`config.mk`:
```
export PLATFORM = sky130hd
export DESIGN_NAME = uart_tx_peripheral
export DESIGN_NICKNAME = d
export VERILOG_FILES = /design/src/rtl/uart_tx_pkg.sv /design/src/rtl/uart_tx_fifo.sv /design/src/rtl/uart_tx_peripheral.sv
export SDC_FILE = /design/constraint.sdc
export NUM_CORES = 1
export LEC_CHECK = 0
export ABC_CLOCK_PERIOD_IN_PS = 3580
export BUFFER_PORTS_ARGS = -buffer_cell sky130_fd_sc_hd__buf_4
export CORE_AREA = 10 10 223 140
export CTS_CLUSTER_DIAMETER = 120
export DETAILED_ROUTE_END_ITERATION = 8
export DIE_AREA = 0 0 233 150
export GPL_TIMING_DRIVEN = 1
export PLACE_DENSITY_LB_ADDON = 0.15
export SYNTH_ARGS = -nofsm -noshare
export SYNTH_HDL_FRONTEND = slang
export SYNTH_HIERARCHICAL = 1
export SYNTH_SLANG_ARGS = --single-unit
```
`constraint.sdc`:
```
create_clock -name clock -period 3.58 [get_ports clock]
set_input_delay 0.179 -clock clock [delete_from_list [all_inputs] [get_ports clock]]
set_output_delay 0.179 -clock clock [all_outputs]
set_load 0.05 [all_outputs]
```
`src/rtl/uart_tx_pkg.sv`:
```
// uart_tx_pkg: shared definitions for the memory-mapped UART transmitter.
//   - txState_e      : engine states (PARITY only exists with UART_TX_PARITY_EN)
//   - REG_*          : register word offsets (CPU address bits [3:2])
//   - STAT_*         : bit positions inside the STATUS word
//   - MIN_DIVIDER    : smallest clocks-per-bit the engine will use
//   - effDivider()   : clamps a programmed divider to MIN_DIVIDER
// Optional feature macro: UART_TX_PARITY_EN
package uart_tx_pkg;

  typedef enum logic [2:0] {
    IDLE,
    START,
    DATA,
`ifdef UART_TX_PARITY_EN
    PARITY,
`endif
    STOP
  } txState_e;

  localparam logic [1:0] REG_DATA    = 2'd0;
  localparam logic [1:0] REG_STATUS  = 2'd1;
  localparam logic [1:0] REG_DIVIDER = 2'd2;

  localparam int STAT_BUSY      = 0;
  localparam int STAT_FULL      = 1;
  localparam int STAT_EMPTY     = 2;
  localparam int STAT_OVERFLOW  = 3;
  localparam int STAT_COUNT_LSB = 8;
  localparam int STAT_COUNT_MSB = 16;

  localparam logic [15:0] MIN_DIVIDER = 16'd2;

  // A divider of 0 or 1 would make a bit period too short for the
  // down-counter to express, so such values behave as MIN_DIVIDER.
  function automatic logic [15:0] effDivider(input logic [15:0] raw);
    return (raw < MIN_DIVIDER) ? MIN_DIVIDER : raw;
  endfunction

endpackage

```
`src/rtl/uart_tx_fifo.sv`:
```
// uart_tx_fifo: circular FIFO with pointers one bit wider than the address,
// so that full and empty are distinguishable. No bus knowledge.
// Ports:
//   clock, reset       : clock, asynchronous active-high reset
//   push_i, pushData_i : enqueue request and byte (ignored while full)
//   pop_i, popData_o   : dequeue request (ignored while empty), head byte
//   full_o, empty_o    : occupancy flags from current (pre-edge) state
//   count_o            : number of stored entries, 0..DEPTH
module uart_tx_fifo
  import uart_tx_pkg::*;
#(
  parameter int DEPTH = 16,
  parameter int WIDTH = 8
) (
  input  logic                       clock,
  input  logic                       reset,
  input  logic                       push_i,
  input  logic [WIDTH-1:0]           pushData_i,
  input  logic                       pop_i,
  output logic [WIDTH-1:0]           popData_o,
  output logic                       full_o,
  output logic                       empty_o,
  output logic [$clog2(DEPTH):0]     count_o
);

  localparam int AW = $clog2(DEPTH);

  logic [WIDTH-1:0] mem [DEPTH];
  logic [AW:0]      wrPtr_q, rdPtr_q;
  logic             pushOk, popOk;

  assign empty_o   = (wrPtr_q == rdPtr_q);
  assign full_o    = (wrPtr_q[AW] != rdPtr_q[AW]) && (wrPtr_q[AW-1:0] == rdPtr_q[AW-1:0]);
  assign count_o   = wrPtr_q - rdPtr_q;
  assign popData_o = mem[rdPtr_q[AW-1:0]];

  // Flags come from pre-edge state: a push on a full FIFO is dropped even
  // when a pop happens in the same cycle.
  assign pushOk = push_i && !full_o;
  assign popOk  = pop_i && !empty_o;

  // Pointers wrap naturally modulo 2*DEPTH.
  always_ff @(posedge clock or posedge reset) begin
    if (reset) begin
      wrPtr_q <= '0;
      rdPtr_q <= '0;
    end else begin
      if (pushOk) wrPtr_q <= wrPtr_q + 1'b1;
      if (popOk)  rdPtr_q <= rdPtr_q + 1'b1;
    end
  end

  // Storage carries no reset; only pointer-covered entries are ever read.
  always_ff @(posedge clock) begin
    if (pushOk) mem[wrPtr_q[AW-1:0]] <= pushData_i;
  end

endmodule

```
`src/rtl/uart_tx_peripheral.sv`:
```
// uart_tx_peripheral: memory-mapped UART transmitter for the 0xff I/O region.
// Ports:
//   clock, reset        : clock, asynchronous active-high reset
//   cs, read, write     : chip select and bus strobes
//   address[1:0]        : word select (0 DATA, 1 STATUS, 2 DIVIDER, 3 unused)
//   data_in[31:0]       : write data; data_strobes[3:0] byte lanes
//   data_out[31:0]      : registered read data, held until the next read
//   tx                  : serial line, idle high
//   irq                 : high while the FIFO is empty and the engine idle
// Optional feature macro: UART_TX_PARITY_EN (DIVIDER bit16 enable, bit17 odd).
module uart_tx_peripheral
  import uart_tx_pkg::*;
#(
  parameter int FIFO_DEPTH      = 16,
  parameter int DEFAULT_DIVIDER = 434
) (
  input  logic        clock,
  input  logic        reset,
  input  logic        cs,
  input  logic        read,
  input  logic        write,
  input  logic [1:0]  address,
  input  logic [31:0] data_in,
  input  logic [3:0]  data_strobes,
  output logic [31:0] data_out,
  output logic        tx,
  output logic        irq
);

  localparam int CW = $clog2(FIFO_DEPTH) + 1;
`ifdef UART_TX_PARITY_EN
  localparam int DIVW = 18;
`else
  localparam int DIVW = 16;
`endif

  txState_e         state_q, state_d;
  logic [15:0]      bitCnt_q, bitCnt_d, reloadVal;
  logic [2:0]       bitIdx_q, bitIdx_d;
  logic [7:0]       shift_q, shift_d;
  logic [DIVW-1:0]  divider_q, divider_d;
  logic             overflow_q, overflow_d;
  logic [31:0]      dataOut_q, readData, statusWord;
  logic             tx_q, tx_d, irq_q;
  logic             parBit_q, parBit_d, parEn_q, parEn_d;

  logic             busWr, busRd, pushReq, statusRd, pop, tick;
  logic             fifoFull, fifoEmpty;
  logic [7:0]       fifoData;
  logic [CW-1:0]    fifoCount;
  logic             unusedBits;

  assign busWr    = cs && write;
  assign busRd    = cs && read;
  assign pushReq  = busWr && (address == REG_DATA) && data_strobes[0];
  assign statusRd = busRd && (address == REG_STATUS);

  uart_tx_fifo #(.DEPTH(FIFO_DEPTH), .WIDTH(8)) uFifo (
    .clock      (clock),
    .reset      (reset),
    .push_i     (pushReq),
    .pushData_i (data_in[7:0]),
    .pop_i      (pop),
    .popData_o  (fifoData),
    .full_o     (fifoFull),
    .empty_o    (fifoEmpty),
    .count_o    (fifoCount)
  );

  // Register-side next state: byte-lane divider writes and sticky overflow.
  // A dropped push wins over the clearing STATUS read.
  always_comb begin
    divider_d = divider_q;
    if (busWr && (address == REG_DIVIDER)) begin
      if (data_strobes[0]) divider_d[7:0]  = data_in[7:0];
      if (data_strobes[1]) divider_d[15:8] = data_in[15:8];
`ifdef UART_TX_PARITY_EN
      if (data_strobes[2]) divider_d[17:16] = data_in[17:16];
`endif
    end
    overflow_d = overflow_q;
    if (pushReq && fifoFull) overflow_d = 1'b1;
    else if (statusRd)       overflow_d = 1'b0;
  end

  // STATUS word and read mux, all from pre-edge state.
  always_comb begin
    statusWord                               = '0;
    statusWord[STAT_BUSY]                    = (state_q != IDLE);
    statusWord[STAT_FULL]                    = fifoFull;
    statusWord[STAT_EMPTY]                   = fifoEmpty;
    statusWord[STAT_OVERFLOW]                = overflow_q;
    statusWord[STAT_COUNT_MSB:STAT_COUNT_LSB] = 9'(fifoCount);
    case (address)
      REG_STATUS:  readData = statusWord;
      REG_DIVIDER: readData = 32'(divider_q);
      default:     readData = '0;
    endcase
  end

  // Engine next state. The bit counter runs from divider-1 down to 0 and the
  // engine advances on 0; tx is registered from the next state so it is
  // glitch-free and changes exactly at bit boundaries.
  always_comb begin
    state_d   = state_q;
    bitCnt_d  = bitCnt_q;
    bitIdx_d  = bitIdx_q;
    shift_d   = shift_q;
    parBit_d  = parBit_q;
    parEn_d   = parEn_q;
    pop       = 1'b0;
    reloadVal = effDivider(divider_q[15:0]) - 16'd1;
    tick      = (bitCnt_q == 16'd0);
    case (state_q)
      IDLE: begin
        if (!fifoEmpty) begin
          pop      = 1'b1;
          shift_d  = fifoData;
          bitCnt_d = reloadVal;
          state_d  = START;
`ifdef UART_TX_PARITY_EN
          parEn_d  = divider_q[16];
          parBit_d = (^fifoData) ^ divider_q[17];
`endif
        end
      end
      START: begin
        if (tick) begin
          state_d  = DATA;
          bitCnt_d = reloadVal;
          bitIdx_d = 3'd0;
        end else bitCnt_d = bitCnt_q - 16'd1;
      end
      DATA: begin
        if (tick) begin
          bitCnt_d = reloadVal;
          shift_d  = shift_q >> 1;
          bitIdx_d = bitIdx_q + 3'd1;
          if (bitIdx_q == 3'd7) begin
`ifdef UART_TX_PARITY_EN
            state_d = parEn_q ? PARITY : STOP;
`else
            state_d = STOP;
`endif
          end
        end else bitCnt_d = bitCnt_q - 16'd1;
      end
`ifdef UART_TX_PARITY_EN
      PARITY: begin
        if (tick) begin
          state_d  = STOP;
          bitCnt_d = reloadVal;
        end else bitCnt_d = bitCnt_q - 16'd1;
      end
`endif
      STOP: begin
        if (tick) state_d = IDLE;
        else      bitCnt_d = bitCnt_q - 16'd1;
      end
      default: state_d = IDLE;
    endcase
    case (state_d)
      START:   tx_d = 1'b0;
      DATA:    tx_d = shift_d[0];
`ifdef UART_TX_PARITY_EN
      PARITY:  tx_d = parBit_d;
`endif
      default: tx_d = 1'b1;
    endcase
  end

  // All state registers; reset abandons any frame in progress at once.
  always_ff @(posedge clock or posedge reset) begin
    if (reset) begin
      state_q    <= IDLE;
      bitCnt_q   <= '0;
      bitIdx_q   <= '0;
      shift_q    <= '0;
      parBit_q   <= 1'b0;
      parEn_q    <= 1'b0;
      divider_q  <= DIVW'(DEFAULT_DIVIDER);
      overflow_q <= 1'b0;
      dataOut_q  <= '0;
      tx_q       <= 1'b1;
      irq_q      <= 1'b1;
    end else begin
      state_q    <= state_d;
      bitCnt_q   <= bitCnt_d;
      bitIdx_q   <= bitIdx_d;
      shift_q    <= shift_d;
      parBit_q   <= parBit_d;
      parEn_q    <= parEn_d;
      divider_q  <= divider_d;
      overflow_q <= overflow_d;
      tx_q       <= tx_d;
      irq_q      <= fifoEmpty && (state_q == IDLE);
      if (busRd) dataOut_q <= readData;
    end
  end

  assign data_out = dataOut_q;
  assign tx       = tx_q;
  assign irq      = irq_q;

  // Parity state/bit are constant without the feature; upper lanes unused.
  assign unusedBits = ^{data_in[31:16], data_strobes[3:2], parBit_q, parEn_q};

endmodule
```
==> impl_metrics.json, run 1 <==
{
  "ys_ff_latch": 203,
  "crit_fanout": 6,
  "grt_pass1_vias": 5754,
  "cts_tree": "yes",
  "drt-wirelength-per-cell_um": 21.13,
  "vias": 5985,
  "io_pins": 77,
  "dieArea_um2": 34950,
  "cts.sinks": 203,
  "insertion_delay_ps": 510,
  "synth_top_area_cell": "edfxtp_1",
  "hold_viol_final": 0,
  "fill_cells": 2523,
  "seqPwrFrac_pct": 40.3,
  "root_buffer": "clkbuf_16",
  "power_frac_clock_pct": 28.9,
  "required_ps": 3970,
  "synth_top_cell_area_share_pct": 41.09,
  "leakage_nw": 4.085,
  "track_usage_pct": 13.77,
  "fin_tns_setup_ps": 0,
  "finClkSkew_ps": 17.06,
  "pwr_density_cell_nw_per_um2": 709.2,
  "worst_setup_path_start_kind": "flip-flop",
  "place_area_um2": 10100,
  "die_x_um": 233,
  "slew_headroom_pct": 42.44,
  "comb_power_share_pct": 30.7,
  "async_reset_ff_share_pct": 36.95,
  "final_cell_area_um2": 10900,
  "switchingPower_mw": 2.637,
  "yosys_warnings": 6,
  "ys_types": 66,
  "clockBufferDepth": 3,
  "yosysSeqAreaShare_pct": 61.24,
  "synth_common_cells": "128 x edfxtp_1, 68 x dfrtp_1, 60 x nand2_1",
  "htree_levels": 1,
  "max_cap_viol_count": 0,
  "worst_pin_slew_ps": 860.2,
  "core_um2": 27170,
  "drc": 0,
  "worstSetupPathType": "flip-flop to flip-flop",
  "area_growth_pct": 16.52,
  "endpoint_kind": "flip-flop",
  "setup_ws_ps": 487.6,
  "syn_area_um2": 9355,
  "synth_edf_count": 128,
  "initial_core_util_pct": 34.43,
  "fin_util_pct": 40.12,
  "drive_gt1_share_pct": 19.56,
  "grt_pass1_wl_um": 36560,
  "gp_congestion": 0.7942,
  "grt_max_degree": 54,
  "ys.flop_type": "edfxtp_1",
  "setup_viol": 0,
  "dp_hpwl_um": 16890,
  "yosysMostFrequentCell": "edfxtp_1",
  "hold_class": "primary input to flip-flop",
  "slew_viol_final": 0,
  "gr-total-overflow": 0,
  "drt_iter0_markers": 502,
  "dr.pass1.iters": 5,
  "period_minus_slack_ps": 3092,
  "die_h_um": 150,
  "crit_arrival_ps": 3480,
  "ant_nets": 0,
  "finalCritPeriodShare_pct": 86.38,
  "postSynthCellCount": 686,
  "rows": 47,
  "cts_buffers": 21,
  "cts.reportedPaths.clkPinSlew_ps": 60,
  "status": "complete, no violations",
  "vias_per_cell": 5.273,
  "ir_drop_mv": 0.3734,
  "cts_setup_buffers": 0,
  "wl_um": 23980,
  "max_clock_freq_mhz": 323.4,
  "rsz0062_at_grt": "false",
  "place_ws_ps": 158.5,
  "p_int_mw": 5.093,
  "synth.avg_cell_area_um2": 13.64,
  "port_buffers": 42,
  "netlist_top_cells_area": "edfxtp_1 41%, dfrtp_1 18%, mux4_1 4.5%",
  "antenna_found_initial": 1,
  "fin_nets": 813,
  "switching_share_pct": 34.12
}
[final timing paths]
kind / cells after the start / end / start / slack (ps)
worst max-delay path: 9 / bitCnt_q[6] / divider_q[12] / 490
worst min-delay path: 3 / overflow_q / read / 30
worst max register to register: 9 / bitCnt_q[6] / divider_q[12] / 490
worst min register to register: 2 / shift_q[4] / shift_q[4] / 480
max in group asynchronous: 4 / bitCnt_q[10] / reset / 2390
min in group asynchronous: 3 / data_out[9] / reset / 200
[layout by cell type, fill, tap and decap left out, types with 7 or more instances in the layout]
| cell type | Yosys | layout |
|---|---|---|
| inv_1 | 16 | 15 |
| nand4_1 | 9 | 9 |
| mux4_2 | 8 | 8 |
| xnor2_1 | 16 | 16 |
| edfxtp_1 | 128 | 128 |
| nor3_1 | 16 | 16 |
| buf_4 | 18 | 68 |
| conb_1 | 1 | 17 |
| nand2_1 | 60 | 60 |
| mux2i_1 | 26 | 26 |
| mux2_2 | 18 | 18 |
| dfrtp_1 | 68 | 67 |
| nand3_1 | 24 | 24 |
| dlygate4sd3_1 | 0 | 9 |
| dfstp_2 | 7 | 7 |
| o21ai_1 | 8 | 8 |
| xor2_1 | 7 | 7 |
| nor4_1 | 10 | 9 |
| ha_1 | 16 | 16 |
| nor2_1 | 36 | 36 |
| clkbuf_16 | 0 | 21 |
| mux4_1 | 16 | 16 |
| a32oi_1 | 10 | 10 |
| a21oi_1 | 11 | 11 |
| o21ai_0 | 22 | 22 |
| a22oi_1 | 24 | 24 |
[final cells by class]
type | count | area (um^2) | share of cell area, %
flip-flops and latches | 203 | 5731 | 52.57
multi-input cells | 432 | 3323 | 30.49
repair buffers | 78 | 620.6 | 5.693
clock buffers | 26 | 559.3 | 5.131
well taps | 367 | 459.2 | 4.213
clock inverters | 11 | 141.4 | 1.297
inverters | 17 | 63.81 | 0.5854
diodes | 1 | 2.502 | 0.02296
[power by group through the flow]
stage          registers (mW)  clock network [mW]  logic (mW)
5_1_grt                  3.17                2.39        2.59
3_3_place_gp             3.13                   0        2.33
3_5_place_dp             3.15                   0        2.36
4_1_cts                  3.11                2.29        2.37
2_1_floorplan            3.13                   0        1.66
6_report                 3.12                2.24        2.38
[per-stage QoR]
stage	hold slack (ps)	total power, mW	cells
3_3_place_gp	146.5	5.465	1088
3_5_place_dp	150.7	5.511	1088
2_1_floorplan	19.18	4.791	702
5_1_grt	29.23	8.153	1134
4_1_cts	15.98	7.774	1134
6_report	33.06	7.730	1135
[registers in the layout, indices dropped and copies added, names as in the netlist]
name / cells
uFifo/rdPtr_q: 5
bitIdx_q: 3
tx: 1
uFifo/wrPtr_q: 5
shift_q: 8
irq: 1
overflow_q: 1
data_out: 16
divider_q: 16
uFifo/mem: 128
state_q: 3
bitCnt_q: 16
[logic make-up after synthesis]
group / after synthesis / synth area share (%)
DFF: 203 / 61.24
and+or+nand+nor: 191 / 10.20
AOI/OAI and AO/OA: 116 / 8.693
muxes: 68 / 11.37
buffers and inverters: 67 / 3.945
xor gates and xnor gates: 23 / 2.153
adders and majority gates: 17 / 2.354
other: 1 / 0.04008
[critical path: stages (launching register included)]
cell and delay [ps]:
dfrtp_1 500, nor4_2 610, nand3b_1 290, o31ai_1 440
ha_1 260, nand2_1 150, nor3_1 210, xnor2_1 170
nand3_1 170, o221a_2 180
[layer usage]
layer  vias up  GRT usage (%)  wire length [um]
li1       2731              -                 -
met1      3034          22.54             12670
met2       192          18.03              9529
met3        28          2.382              1480
met4         0          2.748               296
met5         -              0                 0
[what timing repair did]
| action | 4_1_cts | 5_1_grt |
|---|---|---|
| hold endpoints to repair | 30 | 0 |
| hold buffers | 9 | 0 |
| setup endpoints to repair | 0 | 5 |
| resized for setup | 0 | 1 |
Power figures use the tool's default switching activity.
==> inputs of run 2 (changes only) <==
--- a/config.mk
+++ b/config.mk
@@ -5,7 +5,7 @@
 export SDC_FILE = /design/constraint.sdc
 export NUM_CORES = 1
 export LEC_CHECK = 0
-export ABC_CLOCK_PERIOD_IN_PS = 3580
+export ABC_CLOCK_PERIOD_IN_PS = 2800
 export BUFFER_PORTS_ARGS = -buffer_cell sky130_fd_sc_hd__buf_4
 export CORE_AREA = 10 10 223 140
 export CTS_CLUSTER_DIAMETER = 120
==> constraint.sdc (replaced) <==
create_clock -name clock -period 2.8 [get_ports clock]
set_input_delay 0.14 -clock clock [delete_from_list [all_inputs] [get_ports clock]]
set_output_delay 0.14 -clock clock [all_outputs]
set_load 0.05 [all_outputs]
==> run 2 against run 1 <==
Final area rose by 3.7%. Global-route usage rose by 0.44 points. Clock power rose by 22%. Critical endpoint is now tx.
==> impl_metrics.json, run 2 (synthesis gave the netlist of run 1 again) <==
{
  "dr.pass1.iters": 4,
  "fill_cells": 2539,
  "leakage_nw": 4.287,
  "endpoint_kind": "flip-flop",
  "worst_setup_path_start_kind": "flip-flop",
  "grt_pass1_vias": 6143,
  "die_h_um": 150,
  "hold_class": "primary input to flip-flop",
  "final_cell_mix": "128 x edfxtp_1, 102 x buf_4, 67 x dfrtp_1",
  "vias_per_cell": 5.182,
  "clockBufferDepth": 3,
  "wl_um": 24540,
  "timing.hold.ws_ps": 103.5,
  "required_ps": 3240,
  "rows": 47,
  "slew_viol_final": 0,
  "layout_commonest_cell": "edfxtp_1",
  "drt-wirelength-per-cell_um": 20.76,
  "cts.reportedPaths.clkPinSlew_ps": 60,
  "gp_congestion": 0.8046,
  "cts_buffers": 22,
  "multi_input_area_um2": 3373,
  "die_x_um": 233,
  "power.total_mw": 10.06,
  "root_buffer": "clkbuf_16",
  "status": "complete, no violations",
  "max_cap_viol_count": 0,
  "largest_reg_flops": 128,
  "grt_pass1_wl_um": 37900,
  "fin_util_pct": 41.60,
  "final_cells": 1182,
  "crit_arrival_ps": 3110,
  "cts.sinks": 203,
  "port_buffers": 42,
  "vias": 6125,
  "antenna_found_initial": 1,
  "setup_viol": 0,
  "grt_max_degree": 66,
  "cts_tree": "yes",
  "pwr_density_cell_nw_per_um2": 889.7,
  "worstSetupPathType": "flip-flop to flip-flop",
  "ir_drop_mv": 0.7107,
  "dieArea_um2": 34950,
  "drive_gt1_share_pct": 23.19,
  "antenna_cells": 0,
  "seq_area_um2": 5731,
  "place_area_um2": 10390,
  "drc": 0,
  "track_usage_pct": 14.21,
  "htree_levels": 1,
  "cts_setup_buffers": 0,
  "insertion_delay_ps": 540,
  "initial_core_util_pct": 34.43,
  "drt_iter0_markers": 487,
  "finalCritPeriodShare_pct": 95.26,
  "area_growth_pct": 20.81,
  "ant_nets": 0,
  "max_clock_freq_mhz": 374.9,
  "worst_pin_slew_ps": 883.1,
  "io_pins": 77,
  "setup_ws_ps": 132.8,
  "slew_headroom_pct": 41.13,
  "numPlacedInstances": 1123,
  "hold_viol_final": 0,
  "dp_hpwl_um": 17590,
  "final_cell_area_um2": 11300,
  "gr-total-overflow": 0,
  "finClkSkew_ps": 25.17,
  "fin_nets": 859,
  "place_ws_ps": 33.50,
  "crit_fanout": 4,
  "period_minus_slack_ps": 2667,
  "core_um2": 27170,
  "fin_tns_setup_ps": 0
}
==> run 2: changes by cell type in the layout (fill, tap and decap cells not counted), sizes merged <==
| cell | previous run | this run |
|---|---|---|
| buf | 69 | 104 |
| bufinv | 3 | 0 |
| clkbuf | 26 | 29 |
| clkinv | 5 | 8 |
| clkinvlp | 3 | 2 |
| diode | 1 | 0 |
| dlygate4sd3 | 9 | 19 |
| inv | 17 | 18 |
==> run 2: report_power, final <==
group / switching, mW / total, mW / internal (mW)
clock network: 1.22 / 2.73 / 1.50
logic: 1.95 / 3.42 / 1.47
registers: 0.351 / 3.90 / 3.55
total: 3.53 / 10.1 / 6.53
==> run 2: worst paths after layout <==
| kind | slack, ps | end | cells past startpoint | startpoint |
|---|---|---|---|---|
| max | 130 | tx | 9 | uFifo/wrPtr_q[0] |
| min reg2reg | 480 | shift_q[3] | 2 | shift_q[3] |
| max in group asynchronous | 1750 | bitIdx_q[2] | 4 | reset |
| min | 100 | overflow_q | 3 | write |
| min in group asynchronous | 190 | uFifo/wrPtr_q[2] | 3 | reset |
| max reg2reg | 130 | tx | 9 | uFifo/wrPtr_q[0] |
==> run 2: area by class of cell <==
cell class              instances  area share [%]
clock inverters                11          0.8192
flip-flops and latches        203           50.70
multi-input cells             432           29.85
clock buffers                  29           5.192
inverters                      17          0.5646
repair buffers                123           8.812
well taps                     367           4.063
==> run 2: per-layer routing <==
layer | global-route usage [%] | part of all wire, % | vias to the layer above
li1 | - | - | 2834
met1 | 22.61 | 53 | 3113
met2 | 19.26 | 40 | 150
met3 | 2.760 | 5.6 | 28
met4 | 2.651 | 1.3 | 0
met5 | 0 | 0 | -
==> run 2: worst max-delay path: stages (launching register included) <==
cell and delay, ps:
dfrtp_1 400, inv_1 120, ha_1 350, and4_1 280
and2_1 280, nor3_2 380, buf_4 220, nor2_4 40
a21o_1 200, o31a_1 290
==> run 2: timing repair <==
item                                   4_1_cts  5_1_grt
gates resized for setup                      0        9
setup endpoints to repair                    0        8
hold buffers                                19        0
endpoints found under the hold margin      194        0
